<file path="config.mk">
export PLATFORM = sky130hd
export DESIGN_NAME = sobel_pix_packer
export DESIGN_NICKNAME = d
export VERILOG_FILES = /design/src/rtl/sobel_pkg.sv /design/src/rtl/pix_word_fifo.sv /design/src/rtl/sobel_pix_packer.sv
export SDC_FILE = /design/constraint.sdc
export NUM_CORES = 1
export LEC_CHECK = 0
export CAP_MARGIN = 25
export CORE_ASPECT_RATIO = 1.5
export CORE_MARGIN = 8
export CORE_UTILIZATION = 39
export DETAILED_ROUTE_END_ITERATION = 8
export SYNTH_ARGS = -nofsm -noshare
export SYNTH_HDL_FRONTEND = slang
export SYNTH_SLANG_ARGS = --single-unit
</file>
<file path="constraint.sdc">
create_clock -name sclk -period 3.65 [get_ports sclk]
set_clock_uncertainty 0.2 [all_clocks]
set_input_delay 0.5475 -clock sclk [delete_from_list [all_inputs] [get_ports sclk]]
set_output_delay 0.5475 -clock sclk [all_outputs]
set_load 0.05 [all_outputs]
</file>
<file path="src/rtl/sobel_pkg.sv">
// Shared constants and types for the Sobel pixel packer.
package sobel_pkg;

   localparam int PIX_W        = 16;
   localparam int PIX_PER_WORD = 8;
   localparam int WORD_W       = PIX_W * PIX_PER_WORD;
   localparam int ACC_W        = WORD_W - PIX_W;
   localparam int PACK_CW      = $clog2(PIX_PER_WORD);

   typedef enum logic [1:0] {
      ST_IDLE   = 2'd0,
      ST_ACTIVE = 2'd1,
      ST_DONE   = 2'd2
   } state_e;

   // Pointer width for a FIFO of the given depth; never narrower than one bit.
   function automatic int fifo_aw(input int depth);
      return (depth > 2) ? $clog2(depth) : 1;
   endfunction

endpackage

</file>
<file path="src/rtl/pix_word_fifo.sv">
// Word FIFO with first-word-fall-through head; a push into a full FIFO is
// accepted only when a pop happens in the same cycle.
module pix_word_fifo
   import sobel_pkg::*;
#(
   parameter int DEPTH = 4,
   parameter int DW    = WORD_W + 1
) (
   input  logic          clk,
   input  logic          rst_n,
   input  logic          push_i,
   input  logic [DW-1:0] push_data_i,
   input  logic          pop_i,
   output logic [DW-1:0] head_data_o,
   output logic          full_o,
   output logic          empty_o
);

   localparam int AW = fifo_aw(DEPTH);

   logic [DW-1:0] mem_q [DEPTH];
   logic [AW-1:0] wr_ptr_q;
   logic [AW-1:0] rd_ptr_q;
   logic [AW:0]   count_q;
   logic [AW:0]   count_d;
   logic          do_push;
   logic          do_pop;

   assign empty_o = (count_q == '0);
   assign full_o  = (count_q == (AW+1)'(DEPTH));
   assign do_pop  = pop_i && !empty_o;
   assign do_push = push_i && (!full_o || do_pop);

   always_comb begin
      count_d = count_q;
      case ({do_push, do_pop})
         2'b10:   count_d = count_q + (AW+1)'(1);
         2'b01:   count_d = count_q - (AW+1)'(1);
         default: count_d = count_q;
      endcase
   end

   always_ff @(posedge clk or negedge rst_n) begin
      if (!rst_n) begin
         wr_ptr_q <= '0;
         rd_ptr_q <= '0;
         count_q  <= '0;
         for (int i = 0; i < DEPTH; i++) begin
            mem_q[i] <= '0;
         end
      end else begin
         if (do_push) begin
            mem_q[wr_ptr_q] <= push_data_i;
            wr_ptr_q        <= wr_ptr_q + AW'(1);
         end
         if (do_pop) begin
            rd_ptr_q <= rd_ptr_q + AW'(1);
         end
         count_q <= count_d;
      end
   end

   // Stale entries stay hidden so the head reads as zero whenever empty.
   assign head_data_o = empty_o ? '0 : mem_q[rd_ptr_q];

endmodule

</file>
<file path="src/rtl/sobel_pix_packer.sv">
// Packs eight RGB565 edge pixels per 128-bit word, tracks frame position and
// queues words for the frame-buffer writer.
module sobel_pix_packer
   import sobel_pkg::*;
#(
   parameter int H_ACTIVE   = 1280,
   parameter int V_ACTIVE   = 720,
   parameter int FIFO_DEPTH = 4
) (
   input  logic              sclk,
   input  logic              rst_n,
   input  logic              i_vs,
   input  logic [PIX_W-1:0]  pi_data,
   input  logic              pi_flag,
   output logic [WORD_W-1:0] o_wr_data,
   output logic              o_wr_last,
   output logic              o_wr_valid,
   input  logic              i_wr_ready,
   output logic              o_frame_done,
   output logic              o_ovf,
   output logic [1:0]        o_dbg_state
);

   // Write interface: a word transfers on any edge where o_wr_valid and
   // i_wr_ready are both high; o_wr_data/o_wr_last are stable while valid
   // is held, and ready with valid low has no effect.

   localparam int XW = $clog2(H_ACTIVE + 1);
   localparam int YW = $clog2(V_ACTIVE + 1);
   localparam logic [XW-1:0] X_LAST = XW'(H_ACTIVE - 1);
   localparam logic [YW-1:0] Y_LAST = YW'(V_ACTIVE - 1);

   state_e             state_q, state_d;
   logic [PACK_CW-1:0] cnt_q, cnt_d, cnt_b;
   logic [XW-1:0]      x_q, x_d, x_b;
   logic [YW-1:0]      y_q, y_d, y_b;
   logic [ACC_W-1:0]   acc_q, acc_d;
   logic               ovf_q, ovf_d;
   logic               done_q, done_d;

   logic               pix_en;
   logic               last_pix;
   logic               push;
   logic               pop;
   logic               fifo_full;
   logic               fifo_empty;
   logic [WORD_W:0]    head;

   // FSM: state register
   always_ff @(posedge sclk or negedge rst_n) begin
      if (!rst_n) begin
         state_q <= ST_IDLE;
      end else begin
         state_q <= state_d;
      end
   end

   // FSM: next state; a frame start restarts from any state
   always_comb begin
      state_d = state_q;
      if (pix_en && last_pix) begin
         state_d = ST_DONE;
      end else if (i_vs) begin
         state_d = ST_ACTIVE;
      end
   end

   // FSM: outputs; a pixel coinciding with i_vs belongs to the new frame
   always_comb begin
      pix_en      = pi_flag && (i_vs || (state_q == ST_ACTIVE));
      o_dbg_state = state_q;
   end

   // Frame start clears position first, so a same-cycle pixel lands at slot 0.
   always_comb begin
      cnt_b    = i_vs ? '0 : cnt_q;
      x_b      = i_vs ? '0 : x_q;
      y_b      = i_vs ? '0 : y_q;
      last_pix = (x_b == X_LAST) && (y_b == Y_LAST);

      cnt_d = cnt_b;
      x_d   = x_b;
      y_d   = y_b;
      acc_d = acc_q;
      push  = 1'b0;
      if (pix_en) begin
         for (int i = 0; i < PIX_PER_WORD - 1; i++) begin
            if (cnt_b == PACK_CW'(i)) begin
               acc_d[i*PIX_W +: PIX_W] = pi_data;
            end
         end
         push  = (cnt_b == PACK_CW'(PIX_PER_WORD - 1));
         cnt_d = cnt_b + PACK_CW'(1);
         if (x_b == X_LAST) begin
            x_d = '0;
            y_d = (y_b == Y_LAST) ? '0 : y_b + YW'(1);
         end else begin
            x_d = x_b + XW'(1);
         end
      end
   end

   assign pop    = !fifo_empty && i_wr_ready;
   assign ovf_d  = (i_vs ? 1'b0 : ovf_q) | (push && fifo_full && !pop);
   assign done_d = pop && head[WORD_W];

   always_ff @(posedge sclk or negedge rst_n) begin
      if (!rst_n) begin
         cnt_q  <= '0;
         x_q    <= '0;
         y_q    <= '0;
         acc_q  <= '0;
         ovf_q  <= 1'b0;
         done_q <= 1'b0;
      end else begin
         cnt_q  <= cnt_d;
         x_q    <= x_d;
         y_q    <= y_d;
         acc_q  <= acc_d;
         ovf_q  <= ovf_d;
         done_q <= done_d;
      end
   end

   pix_word_fifo #(
      .DEPTH (FIFO_DEPTH),
      .DW    (WORD_W + 1)
   ) u_fifo (
      .clk         (sclk),
      .rst_n       (rst_n),
      .push_i      (push),
      .push_data_i ({last_pix, pi_data, acc_q}),
      .pop_i       (i_wr_ready),
      .head_data_o (head),
      .full_o      (fifo_full),
      .empty_o     (fifo_empty)
   );

   assign o_wr_data    = head[WORD_W-1:0];
   assign o_wr_last    = head[WORD_W];
   assign o_wr_valid   = !fifo_empty;
   assign o_frame_done = done_q;
   assign o_ovf        = ovf_q;

endmodule
</file>
==> impl_metrics.tcl <==
set metrics [dict create \
    worstRegToRegCells 6 \
    start_util 0.392 \
    clock_latency_ps 640 \
    ys_async_sr_fraction 1.00 \
    drcViolationCount 0 \
    core_area_sq_mm 0.0746 \
    cts_tree "yes" \
    netlist_instances 1888 \
    worstPathCellList "buf_12, buf_4, mux4_2, and2_1, buf_4" \
    grt.overflow.total 0 \
    leakage_uw 0.0172 \
    die_w_microns 240 \
    drt-total-wl_microns 73400 \
    cp-start-kind "register" \
    setup_tns_ps 0 \
    setup_viol 0 \
    whs_path_depth 2 \
    slew_violations 0 \
    fin_crit_sh 0.972 \
    drtIter0Drc 817 \
    drive_above_1_share 0.489 \
    startpoint "u_fifo.rd_ptr_q[1]$_DFFE_PN0P_" \
    fill_cells 6651 \
    crit_fanout 26 \
    numClockSinks 663 \
    cts_max_level 2 \
    rsz0062_at_grt "no" \
    timing_worst_setup_path_type "register to output port" \
    drt_first_pass_iters 4 \
    gp_congestion 0.779 \
    clock_path_buffers 3 \
    preCtsSetupSlack_ps 211 \
    peakVddDrop_uv 383 \
    antenna_found_initial 9 \
    ys_ff_latch 663 \
    vias 16557 \
    netlist_area_sq_mm 0.0293 \
    worstSetupEndpointType "output port" \
    timing.final.ws_setup_ps 101 \
    cap_viol_max_count 0 \
    status "finished, final reports clean" \
    multi_input_area_sq_mm 0.0121 \
    clock.fmax_ghz 0.282 \
    ys_types 55 \
    cp_slowest_cell "dfrtp_4" \
    die_h_microns 352 \
    cts_made_buffers 61 \
    cpMostUsedCell "buf_4" \
    wl_per_cell_microns 23.7 \
    worstPathRequired_ps 2900 \
    dieArea_sq_mm 0.0843 \
    nets 2081 \
    gr-usage-all-layers 0.177 \
    row_count 123 \
    grt_pass1_vias 18404 \
    ys.flop_type "dfrtp_1" \
    cp.depth 5 \
    syn-num-nets 1922 \
    clk_pin_slew_worst_paths_ps 60 \
    worst_slew_pin_slew_ps 1040 \
    period_needed_ps 3550 \
    clockRootBuffer "clkbuf_16" \
    ant_nets 0 \
    synth_edf_count 0 \
    avgSynthCellArea_sq_um 15.5 \
    ios 155 \
    crit_arrival_ps 2800 \
    max-slew-margin-rel 0.306 \
    powerDensity_mw_per_mm2 499 \
    worst_hold_path_type "register to register" \
    rr_startpoint "u_fifo.count_q[1]$_DFFE_PN0P_" \
    dpl.hpwl_microns 45200 \
    crit_family "buffers and inverters" \
    area_growth_pct 17.5 \
    viasPerCell 5.35 \
    min_from "u_fifo.mem_q[257]$_DFFE_PN0P_" \
    seq_area_frac_synth 0.566 \
    io_buffers 154 \
    grt_pass1_wl_microns 114000 \
    critical_path_buf_inv_count 3 \
    postCtsSetupBuffers 0 \
    slowest_delay_ps 640 \
    hold_violations 0 \
    synth_warnings 0 \
    grt_max_degree 106 \
    regArea_sq_mm 0.0166 \
]
layout make-up:
| cell class | count | area share |
|---|---|---|
| well taps | 1000 | 0.0364 |
| inverters | 10 | 0.00109 |
| repair buffers | 231 | 0.0684 |
| diodes | 2 | 0.000145 |
| flip-flops and latches | 663 | 0.482 |
| clock buffers | 96 | 0.0535 |
| multi-input cells | 1080 | 0.353 |
| clock inverters | 14 | 0.00516 |
flip-flops by register name, summed over array words and instances (netlist names):
signal / cells
u_fifo.count_q: 3
acc_q: 112
o_ovf: 1
o_dbg_state: 2
x_q: 11
u_fifo.mem_q: 516
cnt_q: 3
u_fifo.rd_ptr_q: 2
o_frame_done: 1
y_q: 10
u_fifo.wr_ptr_q: 2
worst paths after layout:
check                                                 to  slack, ps
max                                        o_wr_data[80]        100
min                        u_fifo.mem_q[257]$_DFFE_PN0P_        280
max reg2reg                u_fifo.count_q[2]$_DFFE_PN0P_        790
min reg2reg                u_fifo.mem_q[257]$_DFFE_PN0P_        280
max in group asynchronous  u_fifo.mem_q[138]$_DFFE_PN0P_       1820
min in group asynchronous  u_fifo.mem_q[479]$_DFFE_PN0P_        330
per-layer routing:
layer  global-route usage  vias up  wire length (microns)
li1                     -     7173                      -
met1                0.232     8973                  31800
met2                0.291      292                  35600
met3               0.0285      119                   3180
met4               0.0699        0                   2910
met5                    0        -                      0
repair_timing:
item	in CTS	in global routing
cloned	2	0
setup endpoints to repair	120	21
pin swaps	1	0
hold buffers	1	0
hold endpoints to repair	71	0
resized for setup	39	16
power by group:
| part | switching, uW | internal (uW) | total (uW) |
|---|---|---|---|
| clock network | 2740 | 3720 | 6460 |
| registers | 441 | 7680 | 8120 |
| logic | 1450 | 1130 | 2580 |
worst register-to-register path, delay by kind of cell (launching register included):
family | cells | cell delay (ps)
DFF | 1 | 500
and+or+nand+nor | 2 | 890
AOI/OAI and AO/OA | 3 | 650
adders and majority gates | 1 | 500
synth_stat cells (2+ instances only):
cell type  instances  area (sq um)
and2_1           133           832
mux2i_1            6          60.1
ha_1              12           150
o21ai_0           18          90.1
mux4_2           129          2910
nand4b_1           5          43.8
nor3_1             9          45.0
nand3_1            8          40.0
o2bb2ai_1          2          17.5
nand2b_1           5          31.3
or2_2              2          12.5
o21a_1             2          15.0
or4_1              2          15.0
nor3b_1            2          15.0
buf_2             63           315
or4b_1             2          20.0
xnor2_1           10          87.6
buf_6              2          22.5
nand4_1            3          18.8
and2b_2            2          17.5
buf_1              7          26.3
o2111ai_1          7          61.3
inv_1             10          37.5
nor2_1            13          48.8
a21oi_1            8          40.0
clkbuf_1          64           240
dfrtp_1          663         16600
nor4_1             2          12.5
a31oi_1            3          18.8
nand2_1           31           116
mux2_2           625          7040
nand3b_1           2          15.0
xor2_1             2          17.5
nor2b_1           13          81.3
stage by stage:
step / power [uW] / cells / utilization / hold WS [ps] / cell area (sq um)
after detailed placement: 10800 / 2981 / 0.433 / 275 / 32300
after CTS: 17500 / 3094 / 0.460 / 290 / 34400
final: 17200 / 3096 / 0.461 / 285 / 34400
after global routing: 17900 / 3094 / 0.461 / 311 / 34400
after global placement: 10700 / 2978 / 0.432 / 261 / 32300
after floorplan: 9770 / 1888 / - / 51.9 / 29300
cells in the final DEF, fill, tap and decap left out, types with 19 or more instances in the layout:
cell type        instances
dfrtp_1                661
mux2_2                 625
and2_1                 133
mux4_2                 129
buf_4                  121
clkbuf_16               63
dlygate4sd2_1           35
nand2_1                 31
buf_12                  28
clkdlybuf4s50_1         22
clkbuf_1                19
cell families (layout without fill, tap and decap cells):
family          after synthesis  after routing  share of synthesized area
xor+xnor                     12             12                    0.00359
simple gates                246            247                     0.0504
other cells                   0              2                          0
fa+ha+maj                    13             13                    0.00581
mux                         760            760                      0.341
buf+inv                     146            351                     0.0219
compound gates               48             48                     0.0105
flops                       663            663                      0.566
No activity file was read; power rests on OpenSTA's default activity.
